## src/rtl/fir_stream_adapter.sv

```systemverilog
// Stream adapter for the decimating FIR: credit-gated sample issue on the input
// side and an output FIFO that collects filter results for a valid/ready stream.
module fir_stream_adapter #(
  parameter int INPUT_WIDTH     = 32,
  parameter int OUTPUT_WIDTH    = 32,
  parameter int MAX_FILTER_SIZE = 64,
  parameter int FS_WIDTH        = $clog2(MAX_FILTER_SIZE),
  parameter int OUT_DEPTH       = 4
) (
  input  logic                    clk,
  input  logic                    rst,
  input  logic                    start,
  input  logic                    stop,
  input  logic [1:0]              dec_level_cfg,
  input  logic [FS_WIDTH-1:0]     filter_size_cfg,
  input  logic                    s_valid,
  output logic                    s_ready,
  input  logic [INPUT_WIDTH-1:0]  s_data,
  output logic                    m_valid,
  input  logic                    m_ready,
  output logic [OUTPUT_WIDTH-1:0] m_data,
  output logic                    fir_input_valid,
  output logic [INPUT_WIDTH-1:0]  fir_input,
  output logic                    fir_init,
  output logic                    fir_flush,
  output logic                    fir_downsample,
  output logic [1:0]              fir_dec_level,
  output logic [FS_WIDTH-1:0]     fir_filter_size,
  input  logic                    fir_output_valid,
  input  logic [OUTPUT_WIDTH-1:0] fir_output,
  input  logic                    fir_error,
  output logic                    busy,
  output logic                    error
);

  localparam int AW = $clog2(OUT_DEPTH);
  localparam int CW = $clog2(OUT_DEPTH + 1);

  typedef enum logic [2:0] {
    IDLE, INIT, RUN, DRAIN, ERR
  } state_t;

  state_t state, state_n;

  logic [2:0]              sc, sc_max;
  logic [CW-1:0]           outst;
  logic [AW:0]             wp, rp, cnt;
  logic [OUTPUT_WIDTH-1:0] mem [OUT_DEPTH];
  logic [1:0]              dec_q;
  logic [FS_WIDTH-1:0]     fs_q;
  logic                    err_q, flush_q;
  logic                    iv_q, ds_q;
  logic [INPUT_WIDTH-1:0]  id_q;

  logic active, last, empty, full, pop;
  logic credit_ok, accept, fault, push;
  logic enter_init, enter_err;

  assign cnt    = wp - rp;
  assign empty  = (cnt == '0);
  assign full   = (cnt == (AW+1)'(OUT_DEPTH));
  assign pop    = !empty && m_ready;
  assign sc_max = (3'd1 << dec_q) - 3'd1;
  assign last   = (sc == sc_max);

  // Credit covers results already queued plus results still in flight.
  assign credit_ok = ((CW+1)'(outst) + (CW+1)'(cnt))
                     < (CW+1)'(OUT_DEPTH);

  assign active = (state == INIT) || (state == RUN) || (state == DRAIN);
  assign fault  = active && (fir_error || (fir_output_valid &&
                  (outst == '0 || (full && !pop))));
  assign push   = active && fir_output_valid && !fault;
  assign accept = s_valid && s_ready;

  assign enter_init = (state_n == INIT);
  assign enter_err  = (state_n == ERR) && (state != ERR);

  always_ff @(posedge clk) begin
    if (rst) state <= IDLE;
    else     state <= state_n;
  end

  always_comb begin
    state_n = state;
    unique case (state)
      IDLE:  if (start) state_n = INIT;
      INIT:  state_n = fault ? ERR : RUN;
      RUN: begin
        if (fault)     state_n = ERR;
        else if (stop) state_n = DRAIN;
      end
      DRAIN: begin
        if (fault)                          state_n = ERR;
        else if (outst == '0 && empty) state_n = IDLE;
      end
      ERR:   if (start) state_n = INIT;
      default: state_n = IDLE;
    endcase
  end

  always_comb begin
    s_ready   = 1'b0;
    fir_init  = 1'b0;
    fir_flush = flush_q;
    busy      = (state != IDLE);
    unique case (state)
      INIT: begin
        fir_init  = 1'b1;
        fir_flush = 1'b1;
      end
      RUN:     s_ready = !last || credit_ok;
      default: ;
    endcase
  end

  always_ff @(posedge clk) begin
    if (rst) begin
      sc      <= '0;
      outst   <= '0;
      wp      <= '0;
      rp      <= '0;
      dec_q   <= '0;
      fs_q    <= '0;
      err_q   <= 1'b0;
      flush_q <= 1'b0;
      iv_q    <= 1'b0;
      ds_q    <= 1'b0;
      id_q    <= '0;
    end else begin
      iv_q    <= accept;
      ds_q    <= accept && last;
      flush_q <= enter_err;
      if (accept) id_q <= s_data;
      if (enter_init) begin
        sc    <= '0;
        outst <= '0;
        wp    <= '0;
        rp    <= '0;
        err_q <= 1'b0;
        dec_q <= dec_level_cfg;
        fs_q  <= filter_size_cfg;
      end else begin
        if (accept) sc <= last ? 3'd0 : sc + 3'd1;
        if (accept && last && !push)      outst <= outst + 1'b1;
        else if (push && !(accept && last)) outst <= outst - 1'b1;
        if (push)      wp    <= wp + 1'b1;
        if (pop)       rp    <= rp + 1'b1;
        if (enter_err) err_q <= 1'b1;
      end
    end
  end

  always_ff @(posedge clk) begin
    if (push) mem[wp[AW-1:0]] <= fir_output;
  end

  assign m_valid         = !empty;
  assign m_data          = empty ? '0 : mem[rp[AW-1:0]];
  assign fir_input_valid = iv_q;
  assign fir_input       = id_q;
  assign fir_downsample  = ds_q;
  assign fir_dec_level   = dec_q;
  assign fir_filter_size = fs_q;
  assign error           = err_q;

endmodule

```

## config.mk

```make
export PLATFORM = sky130hd
export DESIGN_NAME = fir_stream_adapter
export DESIGN_NICKNAME = d
export VERILOG_FILES = /design/src/rtl/fir_stream_adapter.sv
export SDC_FILE = /design/constraint.sdc
export NUM_CORES = 1
export LEC_CHECK = 0
export CORE_MARGIN = 2
export CORE_UTILIZATION = 60
export DETAILED_ROUTE_END_ITERATION = 10
export DONT_BUFFER_PORTS = 1
export HOLD_SLACK_MARGIN = 0.05
export MAX_ROUTING_LAYER = met4
export PLACE_DENSITY = 0.76
export SYNTH_ARGS = -nofsm -noshare
export SYNTH_HDL_FRONTEND = slang
export SYNTH_SLANG_ARGS = --single-unit
```

## constraint.sdc

```tcl
create_clock -name clk -period 3.7 [get_ports clk]
set_clock_uncertainty 0.2 [all_clocks]
set_input_delay 1.11 -clock clk [delete_from_list [all_inputs] [get_ports clk]]
set_output_delay 1.11 -clock clk [all_outputs]
set_load 0.02 [all_outputs]
```

After elaboration in Yosys (flattened, before gate mapping)
Memory sizes are Yosys's and may differ from the RTL's. A register that Yosys moved wholly into a read port is not among the register bits. Cells that the tools add are included.

Add/sub/neg operators: 8. Equality and inequality tests: 9. Muxes and demuxes: 18. Reductions and logical operators: 30. Shifts and indexed selects: 1. Order comparisons: 1.

Operators with widths (count): 2-to-1 mux 32 bit (1); 2-to-1 mux 3 bit (9); adder 3 x 1 -> 3 bit (second input constant) (4); logical AND 1 bit (12); case mux 3 bit (4 select lines) (1); equality test 3 bit (second input constant) (3); logical NOT 3 bit (3); equality test 3 x 1 -> 1 bit (second input constant) (2); equality test 3 x 2 -> 1 bit (second input constant) (2); logical NOT 1 bit (6); subtractor 3 x 1 -> 3 bit (second input constant) (2); logical OR 1 bit (5); 2-to-1 mux 1 bit (5); adder 3 x 3 -> 4 bit (1); less-than comparator 4 x 3 -> 1 bit (second input constant) (1); 2-to-1 mux 2 bit (2); OR reduction 2 bit (2); equality test 3 bit (1); inequality test 3 bit (second input constant) (1); nonzero test 3 bit (1); << shifter 1 x 2 -> 3 bit (first input constant) (1); subtractor 3 bit (1); nonzero test 2 bit (1).

Register bits: 59. Bits of input ports: 80. Memories kept: 1. Memory bits (writable): 128.

Memories: mem (depth 4, width 32, read ports 1, clocked after Yosys merged registers in 1, write ports 1, line 48) `logic [OUTPUT_WIDTH-1:0] mem [OUT_DEPTH];`.

Logic depth before layout (Yosys ltp)
Depth in word-level cells: 15. Depth in mapped cells: 15. Gate-level depth less buffers: 15.

Worst setup path after synthesis
OpenSTA, ideal clock, no wires.

Path kind: register to output. Start: register wp[0]. End: output m_data[22]. Path slack: 0.230 ns. Arrival: 2.160 ns. Stages on the path, launching flop included: 10. Cell sequence: dfxtp_1 -> inv_1 -> ha_1 -> inv_1 -> fa_1 -> xnor3_1 -> or2_1 -> clkbuf_1 -> clkbuf_1 -> and2_1.

Longest elaborated chain between the ends: 3.

RTL lines: start: declaration (line 47) `logic [AW:0] wp, rp, cnt;`; start signal: assignment (line 147) `if (push) wp <= wp + 1'b1;`; subtractor 3 bit (line 59) `assign cnt = wp - rp;`; logical NOT 3 bit (line 60) `assign empty = (cnt == '0);`; 2-to-1 mux 32 bit (line 159) `assign m_data = empty ? '0 : mem[rp[AW-1:0]];`; end: declaration (line 21) `output logic [OUTPUT_WIDTH-1:0] m_data,`.

Every way passes these cells.

Worst setup path in the final report
Start: register wp[0]. End: output m_data[6].

Same word-level chain as after synthesis.

==> flow_summary.json <==
{
  "outcome": "finished clean",
  "hold_path.class": "reg -> reg",
  "total_detailed_routing_wirelength_mm": 13.93,
  "synth.yosys.seq_area_share_pct": 65.20,
  "tritoncts": "done",
  "grt_residual_overflow": 0,
  "kind_of_cell_adding_the_most_delay_to_the_critical_path": "simple AND/OR/NAND/NOR gates",
  "fillCellCount": 865,
  "synthDominantAreaCellType": "sky130_fd_sc_hd__edfxtp_1",
  "worst-r2r-setup-slack_ps": 270,
  "finalWorstSetupSlack_ps": 24.81,
  "ys_top_cells_by_area": "sky130_fd_sc_hd__edfxtp_1 49%, sky130_fd_sc_hd__dfxtp_1 16%, sky130_fd_sc_hd__mux4_2 9.3%, sky130_fd_sc_hd__nand2b_1 5.2%, sky130_fd_sc_hd__mux2i_1 4.5%",
  "grt_max_degree": 83,
  "number_of_buffers_and_inverters_on_the_critical_path": 4,
  "synthDistinctLibCells": 49,
  "synth_top_cell_area_share_pct": 49.48,
  "worstSetupPathType": "reg -> out",
  "synth_seq_cells": 189,
  "crit_required_ps": 2390,
  "worstSetupStartpointType": "flip-flop",
  "std_cell_rows": 41,
  "pre_repair_dr_iteration_count": 4,
  "finalCritPeriodShare_pct": 99.33,
  "cpPeakStageDelay_ps": 320,
  "finalPower_mw": 4.180,
  "grt_setup_unrepaired": "true",
  "synthToLayoutAreaGrowth_pct": 11.50,
  "root_buffer": "sky130_fd_sc_hd__clkbuf_16",
  "crit_chain": "inv_2 > ha_1 > inv_1 > fa_2 > xnor3_2 > buf_4 > or2_4 > buf_12 > and2_2",
  "grt_first_pass_wirelength_mm": 21.75,
  "final.setup.tns_ps": 0,
  "place_congestion": 0.7811,
  "cts.hold.buffers_added": 0,
  "cap_violations": 0,
  "power_leakage_nw": 2.858,
  "dieWidth_um": 117.8,
  "worst_r2r_endpoint": "outst[2]$_SDFFE_PP0P_",
  "synth-edff-count": 128,
  "antenna_found_initial": 0,
  "area.sequential_um2": 5070,
  "synth_top_flop_cell": "sky130_fd_sc_hd__edfxtp_1",
  "all_layer_gr_usage_pct": 21.12,
  "worstSetupEndpointType": "output port",
  "place.detailed.instances": 676,
  "synthesized_area_um2": 7769,
  "critical_path_launch_point": "wp[0]$_SDFFE_PP0P_",
  "post_synth.cell_area_avg_um2": 15.00,
  "critical_path.max_fanout": 34,
  "multiInputGateArea_um2": 2570,
  "cts_num_sinks": 189,
  "reg2reg_from": "wp[0]$_SDFFE_PP0P_",
  "postSynthNetCount": 610,
  "antenna-diode-count": 0,
  "clk_latency_ps": 420,
  "detailed_place_hpwl_mm": 9.053,
  "max-vdd-ir-drop_v": 0.0002623,
  "final_antenna_net_count": 0,
  "count_of_pins_on_the_block_boundary": 160,
  "detailedRoute.firstIterationViolations": 270,
  "r2r_cells": 16,
  "drive_above_1_share_pct": 19.63,
  "cellPowerDensity_nw_per_um2": 482.6,
  "final_period_minus_worst_setup_slack_ps": 3675,
  "route.detailed.wl_per_inst_um": 19.57,
  "die-height_um": 117.8,
  "worst_setup_hold_path_clk_slew_ps": 60,
  "number_of_instances_in_the_synthesized_netlist": 518,
  "htree_levels": 4,
  "clock.fmax_mhz": 272.1,
  "post_layout_instance_count_excluding_filler_cells": 712,
  "slew_violations": 0,
  "synth-async-reset-ratio_pct": 0,
  "via_per_inst": 5.746,
  "clockBufferDepth": 2,
  "place.port_buffers": 0,
  "number_of_global_route_vias_before_repair": 4255,
  "finalNetCount": 620,
  "tightest_slew_ps": 567.0,
  "yosysWarnings": 0,
  "slowest_stage": "sky130_fd_sc_hd__dfxtp_2",
  "worstPathArrival_ps": 2370,
  "yosys-top-cells-count": "128 x sky130_fd_sc_hd__edfxtp_1, 65 x sky130_fd_sc_hd__nand2b_1, 61 x sky130_fd_sc_hd__dfxtp_1",
  "cts_inserted_buffers": 17,
  "setup_viol": 0,
  "post-place-ws_ps": 151.8,
  "initial_utilization_pct": 61.56,
  "die_area_um2": 13870,
  "cp.depth": 9,
  "yosysMostFrequentCell": "sky130_fd_sc_hd__edfxtp_1",
  "critPathCapture": "m_data[6]",
  "detail_route.drc_violations": 0,
  "coreArea_um2": 12620,
  "hold_viol": 0,
  "route.vias.total": 4091,
  "max_slew_margin_pct": 62.20
}
[what timing repair did]
item / 4_1_cts / 5_1_grt
endpoints found under the hold margin: 0 / 0
cloned: 0 / 0
setup endpoints to repair: 33 / 33
resized for setup: 9 / 19
pin swaps: 3 / 2
setup buffers: 5 / 0
[kinds of logic (layout without fill, tap and decap cells)]
family | count (synthesis) | after routing | synth area share [%]
AO/OA/AOI/OAI | 33 | 33 | 2.577
multiplexers | 69 | 69 | 14.08
buffers and inverters | 37 | 59 | 2.577
adder cells (fa/ha/maj) | 12 | 12 | 2.126
XOR/XNOR | 5 | 5 | 0.7409
flip-flops | 189 | 189 | 65.20
AND/OR/NAND/NOR | 173 | 173 | 12.71
[worst min-delay path: stages (launching register included)]
cell                      delay, ps
sky130_fd_sc_hd__dfxtp_1        340
sky130_fd_sc_hd__nand2_1         70
sky130_fd_sc_hd__mux2i_1         60
[layer usage]
layer | track usage, % | part of all wire [%] | vias to the layer above
met5 | - | 0 | -
met4 | 4.970 | 0.90 | 0
met3 | 8.624 | 8.3 | 12
met2 | 35.54 | 51 | 153
met1 | 23.68 | 40 | 2010
li1 | - | - | 1916
[through the flow]
step	util [%]	hold slack, ps	instance area (um^2)
after floorplan	-	260.6	7769
after global placement	63.16	286.1	7970
after detailed placement	63.16	312.7	7970
after CTS	68.27	328.0	8616
after global routing	68.64	373.3	8662
final	68.64	319.4	8662
[layout by cell type, fill, tap and decap left out, drive strengths merged, types with 3 or more instances in the layout]
| cell | synthesis | final |
|---|---|---|
| mux4 | 32 | 32 |
| buf | 8 | 19 |
| inv | 9 | 9 |
| or3 | 4 | 4 |
| mux2i | 35 | 35 |
| or2 | 4 | 4 |
| o21ai | 4 | 4 |
| bufinv | 0 | 4 |
| dfxtp | 61 | 61 |
| clkbuf | 20 | 23 |
| nand2 | 27 | 27 |
| nor3b | 3 | 3 |
| edfxtp | 128 | 128 |
| xor2 | 3 | 3 |
| and3 | 5 | 5 |
| nand2b | 65 | 65 |
| and2 | 33 | 33 |
| ha | 10 | 10 |
| nor3 | 5 | 5 |
| nor2 | 15 | 15 |
| a21oi | 17 | 17 |
| clkinv | 0 | 3 |
[how the worst min path moves through the flow]
stage | to | start | cells past startpoint
floorplan | wp[2]$_SDFFE_PP0P_ | wp[2]$_SDFFE_PP0P_ | 2
global placement | rp[2]$_SDFFE_PP0P_ | rp[2]$_SDFFE_PP0P_ | 2
detailed placement | rp[2]$_SDFFE_PP0P_ | rp[2]$_SDFFE_PP0P_ | 2
CTS | rp[2]$_SDFFE_PP0P_ | rp[2]$_SDFFE_PP0P_ | 2
global route | wp[2]$_SDFFE_PP0P_ | wp[2]$_SDFFE_PP0P_ | 2
finish | wp[2]$_SDFFE_PP0P_ | wp[2]$_SDFFE_PP0P_ | 2
[layout make-up]
class	count	share of cell area, %
flip-flops and latches	189	58.53
multi-input cells	292	29.67
clock buffers	23	5.171
well taps	172	2.484
repair buffers	19	2.123
clock inverters	8	1.632
inverters	9	0.3900
[sequential cells by signal, summed over array words and instances (netlist names), named ones only]
name / cells
mem: 128
fir_downsample: 1
fir_input: 32
outst: 3
fir_dec_level: 2
wp: 3
state: 3
fir_filter_size: 6
fir_input_valid: 1
sc: 3
rp: 3
error: 1
flush_q: 1
[power breakdown]
part	leakage [nW]	internal, mW	switching, mW
Clock	0.280	1.12	0.698
Sequential	1.65	2.26	0.0210
Combinational	0.933	0.0366	0.0409
Total	2.86	3.42	0.760
No activity file was read; power rests on OpenSTA's default activity.
